### src/rtl/divided_clock_monitor.sv
// divided_clock_monitor
// Fast-domain monitor for the divide-by-128 sample clock. Synchronizes the
// divided clock into clk, emits one-cycle rise/fall strobes, measures every
// half period in clk cycles and reports lock / loss against EXPECTED_HALF.
//
// Ports
//   clk          in   system clock
//   rst_n        in   asynchronous active-low reset
//   clk_div_in   in   divided clock under observation (async to clk)
//   rise_pulse   out  one-cycle strobe per detected rising edge
//   fall_pulse   out  one-cycle strobe per detected falling edge
//   half_period  out  last measured half period (clk cycles)
//   half_valid   out  one-cycle strobe when half_period updates
//   locked       out  divided clock within tolerance
//   lost         out  no edge seen for TIMEOUT cycles
module divided_clock_monitor #(
  parameter int unsigned EXPECTED_HALF = 64,
  parameter int unsigned TOL           = 2,
  parameter int unsigned LOCK_COUNT    = 4,
  parameter int unsigned TIMEOUT       = 192,
  parameter int unsigned CNT_W         = 8
) (
  input  logic             clk,
  input  logic             rst_n,
  input  logic             clk_div_in,
  output logic             rise_pulse,
  output logic             fall_pulse,
  output logic [CNT_W-1:0] half_period,
  output logic             half_valid,
  output logic             locked,
  output logic             lost
);

  localparam int unsigned EXT_W   = CNT_W + 1;
  localparam int unsigned MATCH_W = $clog2(LOCK_COUNT + 1);

  typedef enum logic [1:0] {
    ST_IDLE   = 2'd0,
    ST_TRACK  = 2'd1,
    ST_LOCKED = 2'd2
  } state_t;

  state_t             r_state;
  logic               r_s1;
  logic               r_s2;
  logic               r_s3;
  logic [CNT_W-1:0]   r_cnt;
  logic [MATCH_W-1:0] r_match;
  logic               r_rise_pulse;
  logic               r_fall_pulse;
  logic [CNT_W-1:0]   r_half_period;
  logic               r_half_valid;
  logic               r_locked;
  logic               r_lost;

  logic               w_rise;
  logic               w_fall;
  logic               w_edge;
  logic               w_seen;
  logic               w_timeout;
  logic [EXT_W-1:0]   w_cnt_ext;
  logic [EXT_W-1:0]   w_diff;
  logic               w_in_tol;

  // Edge detect on the synchronized level against its one-cycle history
  assign w_rise = r_s2 & ~r_s3;
  assign w_fall = ~r_s2 & r_s3;
  assign w_edge = r_s2 ^ r_s3;

  // A reference edge exists exactly when the FSM has left IDLE
  assign w_seen = (r_state != ST_IDLE);

  // An edge in the timeout cycle wins over the timeout
  assign w_timeout = ~w_edge && (r_cnt == CNT_W'(TIMEOUT));

  // |cnt - EXPECTED_HALF| at one extra bit, ordered subtraction so it never wraps
  assign w_cnt_ext = EXT_W'(r_cnt);
  always_comb begin
    w_diff = '0;
    if (w_cnt_ext >= EXT_W'(EXPECTED_HALF)) begin
      w_diff = w_cnt_ext - EXT_W'(EXPECTED_HALF);
    end else begin
      w_diff = EXT_W'(EXPECTED_HALF) - w_cnt_ext;
    end
  end
  assign w_in_tol = (w_diff <= EXT_W'(TOL));

  // Synchronizer, strobes, interval counter and lock FSM
  always_ff @(posedge clk or negedge rst_n) begin
    if (!rst_n) begin
      r_state       <= ST_IDLE;
      r_s1          <= 1'b0;
      r_s2          <= 1'b0;
      r_s3          <= 1'b0;
      r_cnt         <= '0;
      r_match       <= '0;
      r_rise_pulse  <= 1'b0;
      r_fall_pulse  <= 1'b0;
      r_half_period <= '0;
      r_half_valid  <= 1'b0;
      r_locked      <= 1'b0;
      r_lost        <= 1'b0;
    end else begin
      r_s1         <= clk_div_in;
      r_s2         <= r_s1;
      r_s3         <= r_s2;
      r_rise_pulse <= w_rise;
      r_fall_pulse <= w_fall;
      r_half_valid <= 1'b0;
      // locked trails the state by one cycle
      r_locked     <= (r_state == ST_LOCKED);

      if (w_edge) begin
        r_cnt <= CNT_W'(1);
      end else if (r_cnt != {CNT_W{1'b1}}) begin
        r_cnt <= r_cnt + CNT_W'(1);
      end

      if (w_edge) begin
        r_lost <= 1'b0;
        if (!w_seen) begin
          // First edge only establishes the reference
          r_state <= ST_TRACK;
          r_match <= '0;
        end else begin
          r_half_period <= r_cnt;
          r_half_valid  <= 1'b1;
          case (r_state)
            ST_TRACK: begin
              if (w_in_tol) begin
                if (r_match == MATCH_W'(LOCK_COUNT - 1)) begin
                  r_state <= ST_LOCKED;
                  r_match <= '0;
                end else begin
                  r_match <= r_match + MATCH_W'(1);
                end
              end else begin
                r_match <= '0;
              end
            end
            ST_LOCKED: begin
              if (!w_in_tol) begin
                r_state <= ST_TRACK;
                r_match <= '0;
              end
            end
            default: begin
              r_state <= ST_TRACK;
              r_match <= '0;
            end
          endcase
        end
      end else if (w_timeout) begin
        r_state <= ST_IDLE;
        r_match <= '0;
        r_lost  <= 1'b1;
      end
    end
  end

  assign rise_pulse  = r_rise_pulse;
  assign fall_pulse  = r_fall_pulse;
  assign half_period = r_half_period;
  assign half_valid  = r_half_valid;
  assign locked      = r_locked;
  assign lost        = r_lost;

endmodule

### config.mk
export PLATFORM = sky130hd
export DESIGN_NAME = divided_clock_monitor
export DESIGN_NICKNAME = d
export VERILOG_FILES = /design/src/rtl/divided_clock_monitor.sv
export SDC_FILE = /design/constraint.sdc
export NUM_CORES = 1
export LEC_CHECK = 0
export ABC_AREA = 1
export CORE_ASPECT_RATIO = 1.75
export CORE_MARGIN = 2
export CORE_UTILIZATION = 45
export DETAILED_ROUTE_END_ITERATION = 10
export PLACE_DENSITY_LB_ADDON = 0.15
export SYNTH_ARGS = -nofsm -noshare
export SYNTH_HDL_FRONTEND = slang
export SYNTH_SLANG_ARGS = --single-unit
### constraint.sdc
create_clock -name clk -period 3.8 [get_ports clk]
set_input_delay 0.95 -clock clk [delete_from_list [all_inputs] [get_ports clk]]
set_output_delay 0.95 -clock clk [all_outputs]
set_load 0.02 [all_outputs]
# --- Word level (Yosys, flattened, before mapping) ---
# Index checks and enable logic that the tools add are counted.
totals:
  regBits: 29
  inputBits: 3
  output_inout_bits: 13
  elab_cells: 60
classes:
  add_sub_neg: 4
  n_lt_le_gt_ge: 2
  eq_ne: 8
  muxes: 21
  n_bitwise: 6
  n_reduce_logical: 7
ops:
  columns: ["operator", "count"]
  rows:
  - ["$mux 3", 6]
  - ["$mux 8", 2]
  - ["$mux 2", 6]
  - ["$ne 4x4->1 const B", 3]
  - ["$le 9x2->1 const B", 1]
  - ["$mux 9", 1]
  - ["$sub 7x8->9 const A", 1]
  - ["$sub 8x7->9 const B", 1]
  - ["$add 8x1->8 const B", 1]
  - ["$eq 8x8->1 const B", 1]
  - ["$ge 8x7->1 const B", 1]
  - ["$ne 8x8->1 const B", 1]
  - ["$pmux 3 s2", 1]
  - ["$reduce_bool 2->1", 3]
  - ["$mux 1", 4]
  - ["$pmux 2 s2", 1]
  - ["$reduce_and 2->1", 2]
  - ["$reduce_and 4->1", 1]
  - ["$add 3x1->3 const B", 1]
  - ["$eq 3x2->1 const B", 1]
  - ["$not 1->1", 3]
  - ["$and 1x1->1", 2]
  - ["$eq 2x1->1 const B", 1]
  - ["$eq 2x2->1 const B", 1]
  - ["other kinds (2)", 2]

# --- Depth between registers and ports, before layout ---
logic_depth:
  ltp_word: 7
  ltp_mapped: 13
  ltp_nobuf: 13

# --- Worst setup path after synthesis ---
# Ideal clock, no wire load.
synth_timing:
  path_type: "reg2reg"
  startpoint: "register r_cnt[0]"
  endpoint: "register r_state[0]"
  setup_time_ns: 0.117
  arrival_ns: 1.490
  t_required_ns: 3.683
  slack_ns: 2.193
  stages_incl_launch_ff: 13
  n_path_buf: 0
  synth_period_minus_slack_ns: 1.607
  cell_sequence: "dfrtp_1 -> inv_1 -> ha_1 -> inv_1 -> nand2_1 -> nand3_1 -> nand2_1 -> nor2_2 -> nand3_2 -> o21ai_2 -> nand2_2 -> nand2_1 -> nand2_1"
synth_via:
  elab_chain_len: 5
  elab_cells_between_ends: 11
  cone_classes: "add/sub (2); order compare (2); eq/ne (3); mux (1); reduce/logical (3)"
synth_rtl:
  columns: ["item", "line_no", "source"]
  rows:
  - ["start: declaration", "47", "logic [CNT_W-1:0] r_cnt;"]
  - ["start signal: assignment", "116", "r_cnt <= r_cnt + CNT_W'(1);"]
  - ["$sub 7x8->9 (tied with other cells)", "83", "w_diff = EXT_W'(EXPECTED_HALF) - w_cnt_ext;"]
  - ["$mux 9", "80", "if (w_cnt_ext >= EXT_W'(EXPECTED_HALF)) begin"]
  - ["$le 9x2->1", "86", "assign w_in_tol = (w_diff <= EXT_W'(TOL));"]
  - ["$ne 4x4->1 (no line)", null, null]
  - ["$reduce_and 4->1 (no line) (*)", null, null]
  - ["end signal: assignment", "91", "r_state <= ST_IDLE;"]
  - ["end signal: assignment", "123", "r_state <= ST_TRACK;"]
  - ["end signal: assignment", "132", "r_state <= ST_LOCKED;"]
  - ["end: declaration", "43", "state_t r_state;"]
# Mark *: on every way between the ends. The rest lies on a longest branch, timed or not.
# A chain may end at the register's enable or synchronous reset.

# --- Worst setup path in the final report ---
layout_timing:
  startpoint: "register r_half_period[5] (netlist: half_period[5])"
  endpoint: "output port half_period[5]"
layout_rtl:
  columns: ["item", "line_no", "source"]
  rows:
  - ["start: declaration", "51", "logic [CNT_W-1:0] r_half_period;"]
  - ["start signal: assignment", "126", "r_half_period <= r_cnt;"]
  - ["end: declaration", "28", "output logic [CNT_W-1:0] half_period,"]
# No word-level cell between the ends.

==> impl_metrics.ini <==
[sta]
worstMarginPinSlew_ns = 0.373
rsz0062_at_grt = no
relSlewSlack_pct = 75.0
maxSlewViolCount = 0
clock-skew-final_ns = 0.00513
hold_violations = 0
max_freq_mhz = 457
worst_hold_slack_ns = 0.349
setup_viol = 0
setup_tns_ns = 0
finalCritPeriodShare_pct = 57.6
fin_crit_ns = 2.19

[floorplanning]
ios = 16
fp-row-count = 27
die_w_um = 46.6
start_util_pct = 46.4
design.die.area_sq_um = 3650
coreArea_sq_um = 3070
fp.dieH_um = 78.5

[power]
power_density_nw_per_um2 = 518
power.leakage_nw = 0.773
p_sw_share_pct = 32.1
p_clk_share_pct = 31.3
intPower_mw = 0.602
p_comb_share_pct = 26.1
p_switching_mw = 0.285
seq_power_share_pct = 42.6
vdd_drop_max_v = 0.000308

[run]
max-cap-violations = 0

[logic_synthesis]
synth-simple-area-share_pct = 25.7
synth-seq-cells = 29
seq_area_frac_synth_pct = 50.9
synthAdderAreaFrac_pct = 4.39
yosys.area.top_type_share_pct = 50.9
synthXorXnorAreaFrac_pct = 0
muxShareOfSynthArea_pct = 0
syn_avg_cell_area_sq_um = 8.64
yosys_warnings = 0
synth_nets = 173
synth_cells = 165
synth_top_area_cell = dfrtp_1
synth.top_cells.by_area = dfrtp_1 51%, nand2_1 10%, o21ai_0 6.0%, inv_1 4.5%, ha_1 4.4%
synth.distinct_cells = 26
synth_compound_area_share_pct = 11.8
synth_top_family_by_area = simple AND/OR/NAND/NOR gates
syn_area_sq_um = 1430

[layout]
nets = 192
final_layout_size_suffix_gt1_share_pct = 14.6
diodes = 0
area_delta_synth_final_pct = 20.0

[clock_tree]
ctsResizeCount = 0
clk_pin_slew_worst_paths_ns = 0.06
root_buffer = clkbuf_8
ctsHoldBuffers = 0
clock_latency_ns = 0.28
cts_tree = yes
clk_path_buf_depth = 2
cts-buffers-inserted = 5
h-tree-depth = 2
clock_sinks = 29
cts_setup_buffers = 0

[global_routing]
overflow = 0
grt_max_degree = 30
antenna_found_initial = 0
grt_use_total_pct = 19.0
grt_pass1_wl_um = 4910
grt_pass1_vias = 1116

[drt]
ant_nets = 0
drc = 0
wl_per_cell_um = 12.5
dr.first_iter.drc_count = 28
via_per_inst = 4.97
dr.pass1.iters = 4
routed_wl_um = 2860
vias = 1134

[place]
gp_congestion = 0.847
dpl.hpwl_um = 2130
port_buffers = 15

[critical_path]
start_kind = flop
crit_family = buffers and inverters
worst_setup_path_end_kind = output pin
path_cells = clkdlybuf4s50_1
worst-path-buf-inv = 1
cp_slowest_cell = clkdlybuf4s50_1
crit_fanout = 2
required_ns = 2.85
cp.arrival_ns = 1.24
slowest_delay_ns = 0.61
critical_path_class = flop to output pin

[outcome]
status = complete, no violations

[worst_hold_path]
hp-class = flop to flop
==> metrics by stage <==
stage                     util, %  cell area [sq um]  power (mW)  instances  setup slack [ns]
after floorplan                 -               1430       0.531        165              2.19
after global placement       52.4               1610       0.610        220              1.93
after detailed placement     52.4               1610       0.615        220              1.90
after CTS                    55.7               1710       0.897        228              1.59
after global routing         55.7               1710       0.940        228              1.56
final                        55.7               1710       0.887        228              1.61
==> logic make-up (layout without fill, tap and decap cells) <==
logic type | after synthesis | after routing
AO/OA/AOI/OAI | 30 | 30
adder cells (fa/ha/maj) | 5 | 5
buffers and inverters | 24 | 44
flip-flops | 29 | 29
AND/OR/NAND/NOR | 77 | 77
==> synthesized netlist by cell type, drive strengths merged <==
cell type / instances
dfrtp: 29
nor2: 18
inv: 20
buf: 3
nand4: 2
nand2: 42
nand3: 12
a211oi: 1
clkbuf: 1
a31oi: 4
o21ai: 21
a21oi: 4
nor3: 3
ha: 5
==> sequential cells by signal, indices dropped and copies added, names as in the netlist <==
register     cells
r_s1             1
fall_pulse       1
r_cnt            8
r_s3             1
r_match          3
lost             1
r_s2             1
half_valid       1
r_state          2
locked           1
rise_pulse       1
half_period      8
==> power groups by stage <==
| stage | clock, mW | sequential (mW) | combinational [mW] |
|---|---|---|---|
| detailed placement | 0 | 0.383 | 0.232 |
| CTS | 0.286 | 0.378 | 0.234 |
| finish | 0.277 | 0.378 | 0.232 |
| floorplan | 0 | 0.405 | 0.126 |
| global placement | 0 | 0.380 | 0.231 |
| global route | 0.298 | 0.383 | 0.260 |
==> metal layers <==
layer	up-vias	track usage, %	wire length, um
met4	0	10.6	76
met2	16	31.4	1540
met1	542	20.6	1150
met5	-	0	0
li1	570	-	-
met3	6	5.06	86
==> cell type report <==
cell class | instances | area [sq um]
Multi-Input combinational cell | 112 | 598
Inverter | 20 | 75.1
Timing Repair Buffer | 16 | 158
Fill cell | 282 | 1360
Clock buffer | 7 | 96.3
Clock inverter | 1 | 5.00
Tap cell | 43 | 53.8
Sequential cell | 29 | 726
==> final timing paths <==
check | from | end | slack [ns] | cells past startpoint
worst max-delay path | half_period[5]$_DFFE_PN0P_ | half_period[5] | 1.61 | 1
worst min-delay path | r_s1$_DFF_PN0_ | r_s2$_DFF_PN0_ | 0.35 | 0
worst max register to register | r_cnt[0]$_DFFE_PN0P_ | r_state[1]$_DFFE_PN0P_ | 1.97 | 12
worst min register to register | r_s1$_DFF_PN0_ | r_s2$_DFF_PN0_ | 0.35 | 0
max in group asynchronous | rst_n | half_valid$_DFF_PN0_ | 2.48 | 2
min in group asynchronous | rst_n | fall_pulse$_DFF_PN0_ | 1.05 | 2
==> worst reg2reg max path: cells and delay by family (launching register included) <==
| kind | cells | cell delay (ns) |
|---|---|---|
| DFF | 1 | 0.40 |
| adders and majority gates | 1 | 0.28 |
| and+or+nand+nor | 9 | 0.78 |
| buffers and inverters | 2 | 0.25 |
==> placed cells by master, fill, tap and decap left out <==
cell type,synthesis,layout
dfrtp_1,29,29
nor3_1,2,2
a21oi_2,1,1
o21ai_0,17,17
nand2_4,1,1
nand2_1,38,38
inv_1,17,17
a211oi_1,1,1
ha_1,5,5
a31oi_1,4,4
a21oi_1,3,3
nand4_1,2,2
nand2_2,3,3
nor3_2,1,1
nand3_1,11,11
nor2_1,12,12
clkbuf_8,0,7
nand3_2,1,1
nor2_8,1,1
o21ai_2,2,2
clkinv_2,0,1
inv_2,3,3
buf_4,1,1
nor2_2,5,5
o21ai_1,2,2
clkdlybuf4s50_1,0,15
Power figures use the tool's default switching activity.
